`config.mk`:
```
export PLATFORM = sky130hd
export DESIGN_NAME = chan_cmul_sym_flat
export DESIGN_NICKNAME = d
export VERILOG_FILES = /design/src/rtl/chan_cmul_sym_if.sv /design/src/rtl/chan_cmul_sym.sv /design/src/flat_wrapper.sv
export SDC_FILE = /design/constraint.sdc
export NUM_CORES = 2
export LEC_CHECK = 0
export BUFFER_PORTS_ARGS = -buffer_cell sky130_fd_sc_hd__clkbuf_2
export CORE_ASPECT_RATIO = 1.5
export CORE_UTILIZATION = 60
export CTS_BUF_LIST = sky130_fd_sc_hd__clkbuf_16
export CTS_CLUSTER_SIZE = 24
export DETAILED_ROUTE_END_ITERATION = 6
export PLACE_DENSITY = 0.87
export SYNTH_ARGS = -nofsm -noshare
export SYNTH_HDL_FRONTEND = slang
export SYNTH_SLANG_ARGS = --single-unit
```
`constraint.sdc`:
```
create_clock -name CLK_I -period 14.3 [get_ports CLK_I]
set_clock_uncertainty 0.2 [all_clocks]
set_input_delay 2.145 -clock CLK_I [delete_from_list [all_inputs] [get_ports CLK_I]]
set_output_delay 2.145 -clock CLK_I [all_outputs]
set_load 0.1 [all_outputs]
```
`src/rtl/chan_cmul_sym_if.sv`:
```
`timescale 1ns/1ps
`default_nettype none
// +--------------------------------------------------------------------------+
// | chan_cmul_sym_if : streaming I/Q bus for the channel-gain multiplier     |
// | rev 1.0                                                                  |
// +--------------------------------------------------------------------------+
interface chan_cmul_sym_if #(
  parameter int DW = 16
);
  logic [2*DW-1:0] DAT_I;
  logic            CYC_I;
  logic            STB_I;
  logic            WE_I;
  logic            ACK_O;
  logic [2*DW-1:0] DAT_O;
  logic            STB_O;
  logic            CYC_O;
  logic            WE_O;
  logic            ACK_I;

  // slave = the multiplier; master = the surrounding upstream/downstream pair
  modport slave  (input  DAT_I, CYC_I, STB_I, WE_I, ACK_I,
                  output ACK_O, DAT_O, STB_O, CYC_O, WE_O);
  modport master (output DAT_I, CYC_I, STB_I, WE_I, ACK_I,
                  input  ACK_O, DAT_O, STB_O, CYC_O, WE_O);
endinterface
`default_nettype wire

```
`src/rtl/chan_cmul_sym.sv`:
```
`timescale 1ns/1ps
`default_nettype none
// +--------------------------------------------------------------------------+
// | chan_cmul_sym : 3-stage stallable complex gain multiplier, gain latched  |
// | per symbol. Optional macro CHAN_CMUL_SAT_EN: saturate + SAT_FLAG_O.      |
// | rev 1.0                                                                  |
// +--------------------------------------------------------------------------+
module chan_cmul_sym #(
  parameter int DW      = 16,
  parameter int FRAC    = 15,
  parameter int SYM_LEN = 480,
  parameter int CW      = 9
) (
  input  wire logic          CLK_I,
  input  wire logic          RST_I,
  chan_cmul_sym_if.slave     bus,
  input  wire logic [DW-1:0] GAIN_RE_I,
  input  wire logic [DW-1:0] GAIN_IM_I,
  input  wire logic [1:0]    MODE_I,
  output logic      [CW-1:0] SYM_CNT_O,
  output logic               SYM_END_O
`ifdef CHAN_CMUL_SAT_EN
  ,
  output logic               SAT_FLAG_O
`endif
);

  localparam logic [CW-1:0]        c_last = CW'(SYM_LEN - 1);
  localparam logic [CW-1:0]        c_one  = CW'(1);
  localparam logic signed [2*DW:0] c_half = (2*DW+1)'(1) << (FRAC - 1);

  logic                 w_halt;
  logic                 w_accept;
  logic                 w_cyc_rise;
  logic [CW-1:0]        w_idx;
  logic                 w_idx0;
  logic signed [DW-1:0] w_gre;
  logic signed [DW-1:0] w_gim;
  logic                 w_byp;

  logic                 r_cyc_d;
  logic [CW-1:0]        r_cnt;
  logic                 r_sym_end;
  logic signed [DW-1:0] r_gain_re;
  logic signed [DW-1:0] r_gain_im;
  logic                 r_byp;

  logic                 r_s1_v;
  logic                 r_s1_byp;
  logic [2*DW-1:0]      r_s1_dat;
  logic signed [DW-1:0] r_s1_gre;
  logic signed [DW-1:0] r_s1_gim;

  logic                   r_s2_v;
  logic                   r_s2_byp;
  logic [2*DW-1:0]        r_s2_dat;
  logic signed [2*DW-1:0] r_s2_prr;
  logic signed [2*DW-1:0] r_s2_pii;
  logic signed [2*DW-1:0] r_s2_pri;
  logic signed [2*DW-1:0] r_s2_pir;

  logic [2*DW-1:0] r_dat_o;
  logic            r_stb_o;
  logic            r_cyc_o;

  logic signed [DW-1:0]  w_a_re;
  logic signed [DW-1:0]  w_a_im;
  logic signed [2*DW:0]  w_re_sum;
  logic signed [2*DW:0]  w_im_sum;
  logic signed [2*DW:0]  w_re_sh;
  logic signed [2*DW:0]  w_im_sh;
  logic [DW-1:0]         w_re_out;
  logic [DW-1:0]         w_im_out;

  assign w_halt     = r_stb_o & ~bus.ACK_I;
  assign w_accept   = bus.CYC_I & bus.STB_I & bus.WE_I & ~w_halt;
  assign w_cyc_rise = bus.CYC_I & ~r_cyc_d;
  assign w_idx      = w_cyc_rise ? '0 : r_cnt;
  assign w_idx0     = (w_idx == '0);

  // The index-0 sample must already use the gain it latches
  always_comb begin
    w_gre = r_gain_re;
    w_gim = r_gain_im;
    w_byp = r_byp;
    if (w_idx0) begin
      w_gre = GAIN_RE_I;
      w_gim = (MODE_I == 2'b01) ? '0 : GAIN_IM_I;
      w_byp = (MODE_I == 2'b00);
    end
  end

  always_ff @(posedge CLK_I or posedge RST_I) begin
    if (RST_I) begin
      r_cyc_d   <= 1'b0;
      r_cnt     <= '0;
      r_sym_end <= 1'b0;
      r_gain_re <= '0;
      r_gain_im <= '0;
      r_byp     <= 1'b1;
    end else begin
      r_cyc_d   <= bus.CYC_I;
      r_sym_end <= 1'b0;
      if (w_accept) begin
        r_cnt     <= (w_idx == c_last) ? '0 : w_idx + c_one;
        r_sym_end <= (w_idx == c_last);
        if (w_idx0) begin
          r_gain_re <= w_gre;
          r_gain_im <= w_gim;
          r_byp     <= w_byp;
        end
      end else if (w_cyc_rise) begin
        r_cnt <= '0;
      end
    end
  end

  assign w_a_re = r_s1_dat[DW-1:0];
  assign w_a_im = r_s1_dat[2*DW-1:DW];

  always_ff @(posedge CLK_I or posedge RST_I) begin
    if (RST_I) begin
      r_s1_v   <= 1'b0;
      r_s1_byp <= 1'b1;
      r_s1_dat <= '0;
      r_s1_gre <= '0;
      r_s1_gim <= '0;
      r_s2_v   <= 1'b0;
      r_s2_byp <= 1'b1;
      r_s2_dat <= '0;
      r_s2_prr <= '0;
      r_s2_pii <= '0;
      r_s2_pri <= '0;
      r_s2_pir <= '0;
      r_dat_o  <= '0;
      r_stb_o  <= 1'b0;
    end else if (!w_halt) begin
      r_s1_v <= w_accept;
      if (w_accept) begin
        r_s1_byp <= w_byp;
        r_s1_dat <= bus.DAT_I;
        r_s1_gre <= w_gre;
        r_s1_gim <= w_gim;
      end
      r_s2_v <= r_s1_v;
      if (r_s1_v) begin
        r_s2_byp <= r_s1_byp;
        r_s2_dat <= r_s1_dat;
        r_s2_prr <= (2*DW)'(w_a_re) * (2*DW)'(r_s1_gre);
        r_s2_pii <= (2*DW)'(w_a_im) * (2*DW)'(r_s1_gim);
        r_s2_pri <= (2*DW)'(w_a_re) * (2*DW)'(r_s1_gim);
        r_s2_pir <= (2*DW)'(w_a_im) * (2*DW)'(r_s1_gre);
      end
      // Not halted means any held output has just been taken
      r_stb_o <= r_s2_v;
      if (r_s2_v) begin
        r_dat_o <= r_s2_byp ? r_s2_dat : {w_im_out, w_re_out};
      end
    end
  end

  always_ff @(posedge CLK_I or posedge RST_I) begin
    if (RST_I) begin
      r_cyc_o <= 1'b0;
    end else if (w_accept) begin
      r_cyc_o <= 1'b1;
    end else if (!bus.CYC_I && !r_s1_v && !r_s2_v && !r_stb_o) begin
      r_cyc_o <= 1'b0;
    end
  end

  assign w_re_sum = {r_s2_prr[2*DW-1], r_s2_prr} - {r_s2_pii[2*DW-1], r_s2_pii} + c_half;
  assign w_im_sum = {r_s2_pri[2*DW-1], r_s2_pri} + {r_s2_pir[2*DW-1], r_s2_pir} + c_half;
  assign w_re_sh  = w_re_sum >>> FRAC;
  assign w_im_sh  = w_im_sum >>> FRAC;

`ifdef CHAN_CMUL_SAT_EN
  localparam logic signed [2*DW:0] c_max = (2*DW+1)'((1 << (DW - 1)) - 1);
  localparam logic signed [2*DW:0] c_min = ~c_max;

  logic w_re_hi;
  logic w_re_lo;
  logic w_im_hi;
  logic w_im_lo;
  logic r_sat_flag;

  assign w_re_hi  = (w_re_sh > c_max);
  assign w_re_lo  = (w_re_sh < c_min);
  assign w_im_hi  = (w_im_sh > c_max);
  assign w_im_lo  = (w_im_sh < c_min);
  assign w_re_out = w_re_hi ? c_max[DW-1:0] : (w_re_lo ? c_min[DW-1:0] : w_re_sh[DW-1:0]);
  assign w_im_out = w_im_hi ? c_max[DW-1:0] : (w_im_lo ? c_min[DW-1:0] : w_im_sh[DW-1:0]);

  always_ff @(posedge CLK_I or posedge RST_I) begin
    if (RST_I) begin
      r_sat_flag <= 1'b0;
    end else if (!w_halt && r_s2_v && !r_s2_byp &&
                 (w_re_hi || w_re_lo || w_im_hi || w_im_lo)) begin
      r_sat_flag <= 1'b1;
    end else if (w_cyc_rise) begin
      r_sat_flag <= 1'b0;
    end
  end

  assign SAT_FLAG_O = r_sat_flag;
`else
  logic w_unused_hi;

  assign w_re_out    = w_re_sh[DW-1:0];
  assign w_im_out    = w_im_sh[DW-1:0];
  assign w_unused_hi = ^{w_re_sh[2*DW:DW], w_im_sh[2*DW:DW]};
`endif

  assign bus.ACK_O = w_accept;
  assign bus.DAT_O = r_dat_o;
  assign bus.STB_O = r_stb_o;
  assign bus.WE_O  = r_stb_o;
  assign bus.CYC_O = r_cyc_o;
  assign SYM_CNT_O = r_cnt;
  assign SYM_END_O = r_sym_end;

endmodule
`default_nettype wire

```
`src/flat_wrapper.sv`:
```
// flat-port wrapper written by rule: the top's interface ports become plain ports
module chan_cmul_sym_flat 
#(
  parameter int DW      = 16,
  parameter int FRAC    = 15,
  parameter int SYM_LEN = 480,
  parameter int CW      = 9
)
  (CLK_I, RST_I, GAIN_RE_I, GAIN_IM_I, MODE_I, SYM_CNT_O, SYM_END_O, bus_DAT_I, bus_CYC_I, bus_STB_I, bus_WE_I, bus_ACK_I, bus_ACK_O, bus_DAT_O, bus_STB_O, bus_CYC_O, bus_WE_O);
  chan_cmul_sym_if #(.DW(DW)) bus_i ();
  input  wire logic CLK_I;
  input  wire logic RST_I;
  input  wire logic [DW-1:0] GAIN_RE_I;
  input  wire logic [DW-1:0] GAIN_IM_I;
  input  wire logic [1:0] MODE_I;
  output logic      [CW-1:0] SYM_CNT_O;
  output logic SYM_END_O;
  input wire logic [$bits(bus_i.DAT_I)-1:0] bus_DAT_I;
  input wire logic [$bits(bus_i.CYC_I)-1:0] bus_CYC_I;
  input wire logic [$bits(bus_i.STB_I)-1:0] bus_STB_I;
  input wire logic [$bits(bus_i.WE_I)-1:0] bus_WE_I;
  input wire logic [$bits(bus_i.ACK_I)-1:0] bus_ACK_I;
  output wire logic [$bits(bus_i.ACK_O)-1:0] bus_ACK_O;
  output wire logic [$bits(bus_i.DAT_O)-1:0] bus_DAT_O;
  output wire logic [$bits(bus_i.STB_O)-1:0] bus_STB_O;
  output wire logic [$bits(bus_i.CYC_O)-1:0] bus_CYC_O;
  output wire logic [$bits(bus_i.WE_O)-1:0] bus_WE_O;
  assign bus_i.DAT_I = bus_DAT_I;
  assign bus_i.CYC_I = bus_CYC_I;
  assign bus_i.STB_I = bus_STB_I;
  assign bus_i.WE_I = bus_WE_I;
  assign bus_i.ACK_I = bus_ACK_I;
  assign bus_ACK_O = bus_i.ACK_O;
  assign bus_DAT_O = bus_i.DAT_O;
  assign bus_STB_O = bus_i.STB_O;
  assign bus_CYC_O = bus_i.CYC_O;
  assign bus_WE_O = bus_i.WE_O;
  chan_cmul_sym #(.DW(DW), .FRAC(FRAC), .SYM_LEN(SYM_LEN), .CW(CW)) u_core (.CLK_I(CLK_I), .RST_I(RST_I), .bus(bus_i), .GAIN_RE_I(GAIN_RE_I), .GAIN_IM_I(GAIN_IM_I), .MODE_I(MODE_I), .SYM_CNT_O(SYM_CNT_O), .SYM_END_O(SYM_END_O));
endmodule
```
==> impl_metrics.py <==
metrics = {
    "drt": {
        "dr_total_vias": 40544,
        "wl_microns": 149000,
        "routed_via_density": 5.92,
        "drt_iter0_drc": 3929,
        "firstDrtPassIters": 6,
        "post_drt_wl_per_cell_microns": 21.7,
        "drc": 0,
        "drtAntennaViolNets": 0,
    },
    "placed_design": {
        "place_hpwl_microns": 112000,
        "numPortBuffers": 117,
        "placedCellCount": 6781,
        "routabilityCongestion": 1.01,
    },
    "synth": {
        "synth-adder-area-share_pct": 49.3,
        "synth_common_cells": "inv_1 (1166), fa_1 (1024), nand2_1 (930), and2_1 (476), ha_1 (436)",
        "synth_cell_types": 71,
        "synth_simple_gate_area_share_pct": 15.5,
        "synth-main-ff-cell": "dfrtp_1",
        "synth_area_leaders": "fa_1 (39%), dfrtp_1 (14%), ha_1 (10%)",
        "synthXorXnorAreaFrac_pct": 2.88,
        "synth_area_sq_um": 52600,
        "yosysMostFrequentCell": "inv_1",
        "synth_compound_area_share_pct": 6.86,
        "synth-seq-area-share_pct": 14.4,
        "synth-async-reset-ratio_pct": 100,
        "synth_mux_area_share_pct": 0.801,
        "avgSynthCellArea_sq_um": 9.20,
        "synthCells": 5722,
        "syn-num-nets": 7254,
        "yosysTopAreaCellShare_pct": 38.9,
        "synth_edf_count": 0,
        "yosysWarnings": 0,
        "ys_seq_elements": 302,
        "synth_top_family_by_area": "adder cells",
        "synth_top_area_cell": "fa_1",
    },
    "setup_path": {
        "crit_type": "reg2reg",
        "arrival_ns": 7.77,
        "worstPathRequired_ns": 14.54,
        "crit_fanout": 22,
        "worstSetupEndpointType": "register",
        "crit_path_start_kind": "register",
    },
    "layout": {
        "multi_input_area_sq_um": 39700,
        "regArea_sq_um": 7560,
        "layout.nets": 7210,
        "fill_cells": 6461,
        "drive_above_1_share_pct": 5.21,
        "layout.cells.non_filler": 6850,
        "fin_util_pct": 64.1,
        "area_growth_pct": 5.31,
    },
    "clocking": {
        "cts_tree": "built",
        "clk_pin_slew_ns": 0.06,
        "root_buffer": "clkbuf_16",
        "cts_hold_buf": 0,
        "cts.sinks": 302,
        "postCtsSetupBuffers": 0,
        "h-tree-depth": 2,
        "cts_resized": 0,
        "numCtsBuffers": 34,
        "clk_path_buf_depth": 3,
        "clock_latency_ns": 0.60,
    },
    "global_route": {
        "grt_overflow": 0,
        "antenna_found_initial": 7,
        "grtUsageTotal_pct": 34.5,
        "grt_pass1_wl_microns": 235000,
        "grt_max_degree": 107,
        "grt_pass1_vias": 44214,
    },
    "timing": {
        "setup_viol": 0,
        "rsz0062_at_grt": "no",
        "max_slew_margin_pct": 12.1,
        "slew_viol_final": 0,
        "fmax_ghz": 0.133,
        "period_minus_slack_ns": 7.52,
        "tightestPinTransition_ns": 1.32,
        "hold_viol": 0,
        "fin_crit_sh_pct": 52.6,
        "fin_tns_setup_ns": 0,
    },
    "job": {
        "maxCapViolCount": 0,
    },
    "die": {
        "fp.dieH_microns": 365,
        "initial_core_util_pct": 60.8,
        "pin_count": 118,
        "row_count": 132,
        "die_w_microns": 244,
        "core_area_sq_um": 86500,
        "die_area_sq_um": 88900,
    },
    "min_path": {
        "hold_class": "reg2reg",
    },
    "run_status": {
        "status": "completed",
    },
}
-- flip-flops by register name, summed over array words and instances (netlist names), 31 cells and up --
register          cells
u_core.bus.DAT_O     32
u_core.r_s1_dat      32
u_core.r_s2_dat      32
u_core.r_s2_pii      31
u_core.r_s2_pir      31
u_core.r_s2_pri      31
u_core.r_s2_prr      31
-- cell usage in the layout, fill, tap and decap left out, types with 19 or more instances in the layout --
cell / netlist / routed
inv_1: 1166 / 1165
fa_1: 1024 / 1024
nand2_1: 930 / 929
and2_1: 476 / 475
ha_1: 436 / 436
dfrtp_1: 299 / 297
o21ai_0: 188 / 188
a21oi_1: 141 / 140
nor2_1: 137 / 137
xnor2_1: 121 / 121
clkbuf_2: 0 / 117
buf_4: 1 / 78
a21o_1: 63 / 63
xor2_1: 52 / 52
nand2b_1: 38 / 38
and3_1: 35 / 35
clkbuf_16: 0 / 35
nand3_1: 32 / 32
mux2i_1: 23 / 23
nor3_1: 20 / 20
a211oi_1: 19 / 19
-- layer usage --
layer  track usage, %  vias to the layer above  part of all wire (%)
met3             8.35                      828                    10
met5                0                        -                 0.019
met2             54.9                     2444                    46
met1             39.4                    20107                    33
met4             29.2                        4                    10
li1                 -                    17161                     -
-- logic make-up (layout without fill, tap and decap cells) --
family	count (synthesis)	count (layout)
simple gates	1735	1735
fa+ha+maj	1460	1460
buf+inv	1441	1422
compound gates	571	571
flops	302	302
xor+xnor	173	173
mux	40	40
other cells	0	8
-- per-stage QoR --
step	hold slack [ns]	setup WS, ns	instance area (sq um)
final	0.262	6.78	55400
after global placement	0.245	7.11	54200
after global routing	0.302	6.69	55400
after detailed placement	0.248	6.97	54200
after floorplan	0.231	3.61	52600
after CTS	0.261	6.99	55400
-- worst max-delay path, stage by stage, from the launching register on --
cell	delay [ns]
dfrtp_1	0.82
buf_4	0.46
and2_1	0.22
fa_1	0.41
inv_1	0.08
fa_1	0.44
fa_1	0.53
inv_1	0.06
fa_1	0.46
fa_1	0.53
inv_1	0.05
fa_1	0.47
inv_1	0.04
ha_1	0.38
and3_1	0.23
o211ai_1	0.37
a211oi_1	0.23
nor4_1	0.39
o31ai_1	0.18
o21a_1	0.21
o41a_1	0.34
xnor2_1	0.16
o21ai_0	0.10
-- path summary, 6_finish.rpt --
path,startpoint,endpoint,slack [ns],depth (start not counted)
setup reg to reg,u_core.r_s1_dat[24],u_core.r_s2_pii[29],6.78,22
setup / recovery,u_core.r_s1_dat[24],u_core.r_s2_pii[29],6.78,22
min in group asynchronous,RST_I,u_core.r_s1_dat[3],1.50,2
hold / removal,u_core.r_s2_pii[0],u_core.r_s2_pii[0],0.26,2
max in group asynchronous,RST_I,u_core.r_s1_gim[9],10.22,4
hold reg to reg,u_core.r_s2_pii[0],u_core.r_s2_pii[0],0.26,2
-- cell type report --
cell class	instances	area share, %
clock inverters	26	0.576
multi-input cells	3979	71.6
flip-flops and latches	302	13.6
clock buffers	35	1.58
well taps	1139	2.57
inverters	1166	7.91
repair buffers	195	2.11
diodes	8	0.0361
Power is left out: the tool's default activity adds up to more than one toggle a clock period on the data nets, which glitch-free logic cannot reach.
